[config.mk]
export PLATFORM = sky130hd
export DESIGN_NAME = conv_encoder_flat
export DESIGN_NICKNAME = d
export VERILOG_FILES = /design/src/rtl/conv_enc_pkg.sv /design/src/rtl/conv_enc_if.sv /design/src/rtl/conv_enc_shreg.sv /design/src/rtl/conv_encoder.sv /design/src/flat_wrapper.sv
export SDC_FILE = /design/constraint.sdc
export NUM_CORES = 1
export LEC_CHECK = 0
export ABC_AREA = 1
export BUFFER_PORTS_ARGS = -buffer_cell sky130_fd_sc_hd__buf_2
export CAP_MARGIN = 30
export CORE_UTILIZATION = 55
export DETAILED_ROUTE_END_ITERATION = 8
export GPL_TIMING_DRIVEN = 0
export HOLD_SLACK_MARGIN = 0.08
export MAX_ROUTING_LAYER = met4
export PLACE_DENSITY_LB_ADDON = 0.3
export SLEW_MARGIN = 40
export SYNTH_ARGS = -nofsm -noshare
export SYNTH_HDL_FRONTEND = slang
export SYNTH_SLANG_ARGS = --single-unit
[constraint.sdc]
create_clock -name clk -period 2.09 [get_ports clk]
set_input_delay 0.627 -clock clk [delete_from_list [all_inputs] [get_ports clk]]
set_output_delay 0.627 -clock clk [all_outputs]
set_load 0.03 [all_outputs]
[src/rtl/conv_enc_pkg.sv]
// conv_enc_pkg - shared constants, types and parity helper for the
// rate-1/2, K=4 convolutional encoder and its matching Viterbi decoder.
//   CONV_K    constraint length (shift register holds CONV_K-1 bits)
//   CONV_G0   generator for p0, octal 17, bit 3 taps the input bit
//   CONV_G1   generator for p1, octal 15, bit 3 taps the input bit
//   TAIL_LEN  zero bits appended to terminate a frame in state 0
//   conv_enc_state_t  encoder FSM states
//   conv_parity(state, u)  returns the code symbol {p0, p1}
// The decoder branch-metric blocks import CONV_G0/CONV_G1 from here, so
// both ends of the link always agree on the code.
package conv_enc_pkg;

    localparam int         CONV_K   = 4;
    localparam logic [3:0] CONV_G0  = 4'b1111;
    localparam logic [3:0] CONV_G1  = 4'b1101;
    localparam int         TAIL_LEN = 3;

    typedef enum logic [1:0] {
        IDLE = 2'd0,
        DATA = 2'd1,
        TAIL = 2'd2
    } conv_enc_state_t;

    // state[2] is the most recent bit; taps are laid out as {u, s2, s1, s0}
    // so that the generator bit 3 lines up with the incoming bit.
    function automatic logic [1:0] conv_parity(input logic [CONV_K-2:0] state,
                                               input logic              u);
        logic [CONV_K-1:0] taps;
        taps = {u, state};
        return {^(taps & CONV_G0), ^(taps & CONV_G1)};
    endfunction

endpackage

[src/rtl/conv_enc_if.sv]
// conv_enc_if - the two valid/ready streams of the convolutional encoder.
//   in_valid/in_ready/in_bit/in_last    information-bit stream into encoder
//   out_valid/out_ready/out_sym/out_last code-symbol stream out of encoder
// modport slave  : encoder side
// modport master : bit source / symbol sink side
interface conv_enc_if;

    logic       in_valid;
    logic       in_ready;
    logic       in_bit;
    logic       in_last;
    logic       out_valid;
    logic       out_ready;
    logic [1:0] out_sym;
    logic       out_last;

    modport slave (
        input  in_valid, in_bit, in_last, out_ready,
        output in_ready, out_valid, out_sym, out_last
    );

    modport master (
        output in_valid, in_bit, in_last, out_ready,
        input  in_ready, out_valid, out_sym, out_last
    );

endinterface

[src/rtl/conv_enc_shreg.sv]
// conv_enc_shreg - 3-bit encoder shift register plus parity generation.
//   clk, rst  clock and asynchronous active-low reset
//   advance   shift u into the register (one symbol produced)
//   clear     force the register to state 0 (wins over advance)
//   u         bit being encoded this cycle
//   parity    code symbol {p0, p1} for u against the current state
module conv_enc_shreg
    import conv_enc_pkg::*;
(
    input  logic       clk,
    input  logic       rst,
    input  logic       advance,
    input  logic       clear,
    input  logic       u,
    output logic [1:0] parity
);

    logic [CONV_K-2:0] s_reg;

    always_ff @(posedge clk or negedge rst) begin
        if (!rst) begin
            s_reg <= '0;
        end else if (clear) begin
            s_reg <= '0;
        end else if (advance) begin
            s_reg <= {u, s_reg[CONV_K-2:1]};
        end
    end

    assign parity = conv_parity(s_reg, u);

endmodule

[src/rtl/conv_encoder.sv]
// conv_encoder - framed rate-1/2, K=4 convolutional encoder.
//   clk, rst   clock and asynchronous active-low reset
//   enable     synchronous run enable; low clears to idle, dropping any frame
//   busy       a frame is in progress (DATA or TAIL)
//   bus        conv_enc_if.slave: bit stream in, registered symbol stream out
// Parameter FRAME_LEN (1..1024) caps the information bits per frame.
// Build option: define CONV_ENC_TAIL_EN to terminate every frame with
// TAIL_LEN zero bits; without it frames end unterminated and out_last marks
// the last data symbol.
module conv_encoder
    import conv_enc_pkg::*;
#(
    parameter int FRAME_LEN = 1024
) (
    input  logic       clk,
    input  logic       rst,
    input  logic       enable,
    output logic       busy,
    conv_enc_if.slave  bus
);

    localparam logic [1:0] ST_IDLE  = 2'(IDLE);
    localparam logic [1:0] ST_DATA  = 2'(DATA);
    localparam logic [1:0] ST_TAIL  = 2'(TAIL);
    localparam logic [9:0] LAST_IDX = 10'(FRAME_LEN - 1);

    logic [1:0] state_reg, state_next;
    logic [9:0] cnt_reg;
    logic       out_valid_reg;
    logic [1:0] out_sym_reg;
    logic       out_last_reg;

    logic       can_load, accept, frame_end, produce;
    logic       tail_done, sym_last, sr_clear, u;
    logic [1:0] parity;

    // The output register can take a new symbol when empty or draining.
    assign can_load     = !out_valid_reg || bus.out_ready;
    assign bus.in_ready = enable && (state_reg != ST_TAIL) && can_load;
    assign accept       = bus.in_valid && bus.in_ready;
    // in_last and the length cap landing on the same bit are one frame end.
    assign frame_end    = accept && (bus.in_last || (cnt_reg == LAST_IDX));

`ifdef CONV_ENC_TAIL_EN
    localparam logic [1:0] ST_AFTER_DATA = ST_TAIL;

    logic [1:0] tail_cnt_reg;
    logic       tail_step;

    assign tail_step = enable && (state_reg == ST_TAIL) && can_load;
    assign tail_done = tail_step && (tail_cnt_reg == 2'(TAIL_LEN - 1));
    assign produce   = accept || tail_step;
    assign u         = (state_reg == ST_TAIL) ? 1'b0 : bus.in_bit;
    assign sym_last  = tail_done;
    // After the data bits the register keeps shifting through the zero
    // tail, so it only needs clearing once the tail has been flushed.
    assign sr_clear  = !enable || tail_done;

    always_ff @(posedge clk or negedge rst) begin
        if (!rst) begin
            tail_cnt_reg <= '0;
        end else if (!enable || tail_done) begin
            tail_cnt_reg <= '0;
        end else if (tail_step) begin
            tail_cnt_reg <= tail_cnt_reg + 2'd1;
        end
    end
`else
    localparam logic [1:0] ST_AFTER_DATA = ST_IDLE;

    assign tail_done = 1'b0;
    assign produce   = accept;
    assign u         = bus.in_bit;
    assign sym_last  = frame_end;
    assign sr_clear  = !enable || frame_end;
`endif

    conv_enc_shreg u_shreg (
        .clk     (clk),
        .rst     (rst),
        .advance (produce),
        .clear   (sr_clear),
        .u       (u),
        .parity  (parity)
    );

    always_comb begin
        state_next = state_reg;
        if (!enable) begin
            state_next = ST_IDLE;
        end else if (accept) begin
            state_next = frame_end ? ST_AFTER_DATA : ST_DATA;
        end else if (tail_done) begin
            state_next = ST_IDLE;
        end
    end

    always_ff @(posedge clk or negedge rst) begin
        if (!rst) begin
            state_reg <= ST_IDLE;
            cnt_reg   <= '0;
        end else begin
            state_reg <= state_next;
            if (!enable || frame_end) begin
                cnt_reg <= '0;
            end else if (accept) begin
                cnt_reg <= cnt_reg + 10'd1;
            end
        end
    end

    // Symbol register: while stalled (valid && !ready) nothing is produced,
    // so symbol, last flag and all encoder state hold together.
    always_ff @(posedge clk or negedge rst) begin
        if (!rst) begin
            out_valid_reg <= 1'b0;
            out_sym_reg   <= 2'b00;
            out_last_reg  <= 1'b0;
        end else if (!enable) begin
            out_valid_reg <= 1'b0;
            out_last_reg  <= 1'b0;
        end else if (produce) begin
            out_valid_reg <= 1'b1;
            out_sym_reg   <= parity;
            out_last_reg  <= sym_last;
        end else if (bus.out_ready) begin
            out_valid_reg <= 1'b0;
        end
    end

    assign bus.out_valid = out_valid_reg;
    assign bus.out_sym   = out_sym_reg;
    assign bus.out_last  = out_last_reg;
    assign busy          = (state_reg == ST_DATA) || (state_reg == ST_TAIL);

endmodule

[src/flat_wrapper.sv]
// flat-port wrapper written by rule: the top's interface ports become plain ports
module conv_encoder_flat import conv_enc_pkg::*;
#(
    parameter int FRAME_LEN = 1024
)
  (clk, rst, enable, busy, bus_in_valid, bus_in_bit, bus_in_last, bus_out_ready, bus_in_ready, bus_out_valid, bus_out_sym, bus_out_last);
  conv_enc_if bus_i ();
  input  logic clk;
  input  logic rst;
  input  logic enable;
  output logic busy;
  input wire logic [$bits(bus_i.in_valid)-1:0] bus_in_valid;
  input wire logic [$bits(bus_i.in_bit)-1:0] bus_in_bit;
  input wire logic [$bits(bus_i.in_last)-1:0] bus_in_last;
  input wire logic [$bits(bus_i.out_ready)-1:0] bus_out_ready;
  output wire logic [$bits(bus_i.in_ready)-1:0] bus_in_ready;
  output wire logic [$bits(bus_i.out_valid)-1:0] bus_out_valid;
  output wire logic [$bits(bus_i.out_sym)-1:0] bus_out_sym;
  output wire logic [$bits(bus_i.out_last)-1:0] bus_out_last;
  assign bus_i.in_valid = bus_in_valid;
  assign bus_i.in_bit = bus_in_bit;
  assign bus_i.in_last = bus_in_last;
  assign bus_i.out_ready = bus_out_ready;
  assign bus_in_ready = bus_i.in_ready;
  assign bus_out_valid = bus_i.out_valid;
  assign bus_out_sym = bus_i.out_sym;
  assign bus_out_last = bus_i.out_last;
  conv_encoder #(.FRAME_LEN(FRAME_LEN)) u_core (.clk(clk), .rst(rst), .enable(enable), .busy(busy), .bus(bus_i));
endmodule
Word level (Yosys, flattened, before mapping) --
Cells that the tools add are included.
Storage, ports and cells: word-level logic and storage cells 39, bits in registers 19, output and inout bits 6, RAM bits 0, bits in read-only memories 0, bits in latches 0, memories 0
Operators by class: bitwise logic cells 0, muxes and demuxes 12, equal/unequal tests 6, divide/modulo/power cells 0, multipliers 0, magnitude comparators 0, shift-type cells 0, add/subtract/negate cells 1, reduce and logical (&&, ||, !) cells 14
Operator list (count):
- $mux 10 | 2
- $add 10x1->10 const B | 1
- $eq 10x10->1 const B | 1
- $reduce_xor 4->1 | 2
- $mux 1 | 6
- $mux 3 | 2
- $logic_and 1x1->1 | 4
- $logic_or 1x1->1 | 4
- $mux 2 | 2
- $ne 3x1->1 const B | 1
- $eq 2x1->1 const B | 1
- $eq 2x2->1 const B | 1
- $logic_not 1->1 | 2
- $ne 2x1->1 const B | 1
- $ne 2x2->1 const B | 1
- $reduce_and 2->1 | 1
- $reduce_bool 2->1 | 1

Depth between registers and ports, before layout --
word-level depth 8, mapped depth 8, mapped depth without buffers 8

Cells and area by module --
Synthesis repeated with hierarchy kept, for this count alone.
Second synthesis, totals: cells, all modules 131, area total of the unflattened synthesis 1021.0 um^2
By module, submodules not included:
- conv_encoder | instances 1, area an instance 809.5 um^2, sequential area each 375.4 um^2, cells each 98
- conv_enc_shreg | instances 1, area an instance 211.5 um^2, sequential area each 75.1 um^2, cells each 33

Worst setup path after synthesis --
Ideal clock, no wire load.
kind input port to output port, start point input port bus_out_ready, end point output port bus_in_ready, slack 0.517 ns, path buffers 0, stages 2, arrival time 0.946 ns, cell sequence nor2_2 nor2_4
Between the ends: longest elaborated chain between the ends 2
Ends and longest elaborated chain:
- from (decl) | line flat_wrapper.sv:15 | input wire logic [$bits(bus_i.out_ready)-1:0] bus_out_ready;
- $logic_or 1x1->1 | line conv_encoder.sv:38 | assign can_load = !out_valid_reg || bus.out_ready;
- $logic_and 1x1->1 | line conv_encoder.sv:39 | assign bus.in_ready = enable && (state_reg != ST_TAIL) && can_load;
- to (decl) | line flat_wrapper.sv:16 | output wire logic [$bits(bus_i.in_ready)-1:0] bus_in_ready;
No other way between the ends.

Worst setup path in the final report --
Same ends and word-level chain as after synthesis.

==> impl_metrics.py <==
metrics = {
    "timing": {
        "fin_crit_sh_pct": 87.7,
        "fmax_mhz": 546,
        "hold_viol": 0,
        "setup-violations-final": 0,
        "slew_headroom_pct": 73.1,
        "worstMarginPinSlew_ns": 0.403,
        "drv_slew": 0,
        "tns_ns": 0,
        "postLayoutSetupSlackWorst_ns": 0.258,
        "min_period_ns": 1.83,
        "rsz0062_at_grt": "false",
        "clock_skew_ns": 0.00981,
    },
    "floorplanning": {
        "core_um2": 1580,
        "die_w_um": 43.8,
        "die_y_um": 43.8,
        "start_util_pct": 61.0,
        "fp-row-count": 14,
        "die-area_um2": 1920,
        "io_pins": 13,
    },
    "setup_path": {
        "cpLargestDelayFamily": "simple AND/OR/NAND/NOR gates",
        "rrSetupSlack_ns": 0.66,
        "critPathLaunchType": "primary input",
        "cp_slowest_stage_delay_ns": 0.23,
        "cp.buffers_inverters": 2,
        "cp.arrival_ns": 1.21,
        "r2r-start": "u_core.cnt_reg[0]$_DFFE_PN0P_",
        "slowest_stage": "nor2_2",
        "cp.required_ns": 1.46,
        "path_class": "primary input to output port",
        "cp_cell_sequence": "buf_2 -> nor2_2 -> nor2_4 -> buf_2",
        "cp-end-kind": "output port",
        "cp_common_cell": "buf_2",
        "r2r-end": "u_core.cnt_reg[9]$_DFFE_PN0P_",
        "r2r_cells": 8,
        "crit_fanout": 3,
    },
    "detailed_routing": {
        "drc_errors": 1,
        "ant_nets": 0,
        "dr.pass1.iters": 6,
        "vias_per_cell": 5.14,
        "vias": 720,
        "post_drt_wl_per_cell_um": 11.3,
        "route.final.wire_length_um": 1580,
        "first_iter_violations": 16,
    },
    "synthesis": {
        "ys_types": 19,
        "syn_inst": 109,
        "synth_area_um2": 961,
        "ys_ff_latch": 18,
        "seq_area_frac_synth_pct": 46.9,
        "yosys_warnings": 0,
        "syn-num-nets": 117,
        "avgSynthCellArea_um2": 8.82,
    },
    "clock_tree": {
        "cts_root_buf": "clkbuf_4",
        "insertion_delay_ns": 0.29,
        "h-tree-depth": 1,
        "postCtsSetupBuffers": 0,
        "path_clk_slew_ns": 0.10,
        "clockBufferDepth": 2,
        "cts_tree": "built",
        "hold_buffers": 0,
        "clock-sinks": 18,
        "cts_resized": 0,
        "numCtsBuffers": 3,
    },
    "placed_design": {
        "dp_hpwl_um": 1200,
        "port_buffers": 12,
        "place_area_um2": 1040,
        "gp_congestion": 0.764,
        "place_ws_ns": 0.256,
    },
    "global_routing": {
        "grt_usage_pct": 20.9,
        "overflow": 0,
        "antenna_found_initial": 0,
        "grt_max_degree": 19,
        "grt_pass1_wl_um": 2790,
        "grt_pass1_vias": 688,
    },
    "power": {
        "fin_total_pwr_uw": 645,
        "irDropWorstVdd_mv": 0.439,
        "power.density_nw_per_um2": 606,
        "leakage_nw": 0.515,
    },
    "hold_path": {
        "hold_path_class": "primary input to async pin",
    },
    "run_status": {
        "violations": "DRC",
        "status": "finished, violations left",
    },
    "layout": {
        "nFillCells": 133,
        "nets": 134,
        "design_area_um2": 1060,
        "drive_above_1_share_pct": 24.2,
        "diodes": 0,
        "postLayoutCoreUtil_pct": 67.5,
        "regArea_um2": 450,
        "largest_reg_flops": 10,
        "area_growth_pct": 10.7,
        "multiInputGateArea_um2": 458,
    },
    "flow_run": {
        "drv_cap": 0,
    },
}
-- worst max path at each step --
stage,startpoint,to,slack [ns],cells after the start
after CTS,bus_out_ready,bus_in_ready,0.25,4
final,bus_out_ready,bus_in_ready,0.26,4
after global placement,bus_out_ready,bus_in_ready,0.27,4
after global routing,bus_out_ready,bus_in_ready,0.23,4
after floorplan,bus_out_ready,bus_in_ready,0.52,2
after detailed placement,bus_out_ready,bus_in_ready,0.26,4
-- cells in the mapped netlist --
| cell | instances | area (µm²) |
|---|---|---|
| inv_1 | 12 | 45.0 |
| xnor2_1 | 4 | 35.0 |
| nor2_4 | 1 | 11.3 |
| ha_1 | 1 | 12.5 |
| nand2_4 | 2 | 22.5 |
| nor2_2 | 4 | 25.0 |
| nor2_1 | 4 | 15.0 |
| inv_2 | 2 | 7.51 |
| o21ai_1 | 9 | 45.0 |
| xor2_1 | 5 | 43.8 |
| nand2_1 | 32 | 120 |
| o22ai_2 | 3 | 37.5 |
| nor3_4 | 1 | 16.3 |
| nand4_1 | 1 | 6.26 |
| dfrtp_1 | 18 | 450 |
| nand3_2 | 1 | 10.0 |
| nand3_1 | 6 | 30.0 |
| nand3_4 | 1 | 17.5 |
| a21oi_1 | 2 | 10.0 |
-- cell usage in the layout (no fill, tap or decap) --
master | Yosys | layout
nand4_1 | 1 | 1
xnor2_1 | 4 | 4
clkbuf_4 | 0 | 3
ha_1 | 1 | 1
nor2_4 | 1 | 1
o22ai_2 | 3 | 3
xor2_1 | 5 | 5
nand2_4 | 2 | 2
inv_1 | 12 | 12
a21oi_1 | 2 | 2
nor2_2 | 4 | 4
nand3_2 | 1 | 1
buf_2 | 0 | 12
nor3_4 | 1 | 1
dfrtp_1 | 18 | 18
nand3_1 | 6 | 6
nor2_1 | 4 | 4
inv_2 | 2 | 2
nand2_1 | 32 | 32
o21ai_1 | 9 | 9
nand3_4 | 1 | 1
-- area by class of cell --
| class | count | area share [%] |
|---|---|---|
| well taps | 16 | 1.88 |
| inverters | 14 | 4.94 |
| multi-input cells | 77 | 43.1 |
| clock buffers | 3 | 2.12 |
| flip-flops and latches | 18 | 42.4 |
| repair buffers | 12 | 5.65 |
-- routing by layer --
layer	share of wire [%]	global-route usage, %
met1	47	26.5
met5	0	-
met4	1.9	12.5
met2	48	31.3
met3	2.9	3.33
-- per-stage QoR --
stage / hold WS, ns / cells
3_5_place_dp: 0.459 / 137
4_1_cts: 0.261 / 140
2_1_floorplan: 0.331 / 109
3_3_place_gp: 0.451 / 137
6_report: 0.245 / 140
5_1_grt: 0.282 / 140
-- cells by family (layout without fill, tap and decap cells) --
| logic type | count (synthesis) | count (layout) | share of synthesized area, % |
|---|---|---|---|
| and+or+nand+nor | 53 | 53 | 28.5 |
| adders and majority gates | 1 | 1 | 1.30 |
| AOI/OAI and AO/OA | 14 | 14 | 9.64 |
| xor gates and xnor gates | 9 | 9 | 8.20 |
| buffers and inverters | 14 | 29 | 5.47 |
| DFF | 18 | 18 | 46.9 |
-- worst register-to-register path, delay by kind of cell, from the launching register on --
family                   cells  cell delay (ns)
adder cells (fa/ha/maj)      1             0.23
AND/OR/NAND/NOR              7             0.73
flip-flops                   1             0.42
-- power by group --
| group | switching [mW] | internal (mW) | total [mW] |
|---|---|---|---|
| registers | 0.00806 | 0.363 | 0.371 |
| logic | 0.0738 | 0.0315 | 0.105 |
| clock network | 0.102 | 0.0670 | 0.169 |
(Power assumes the default switching activity.)
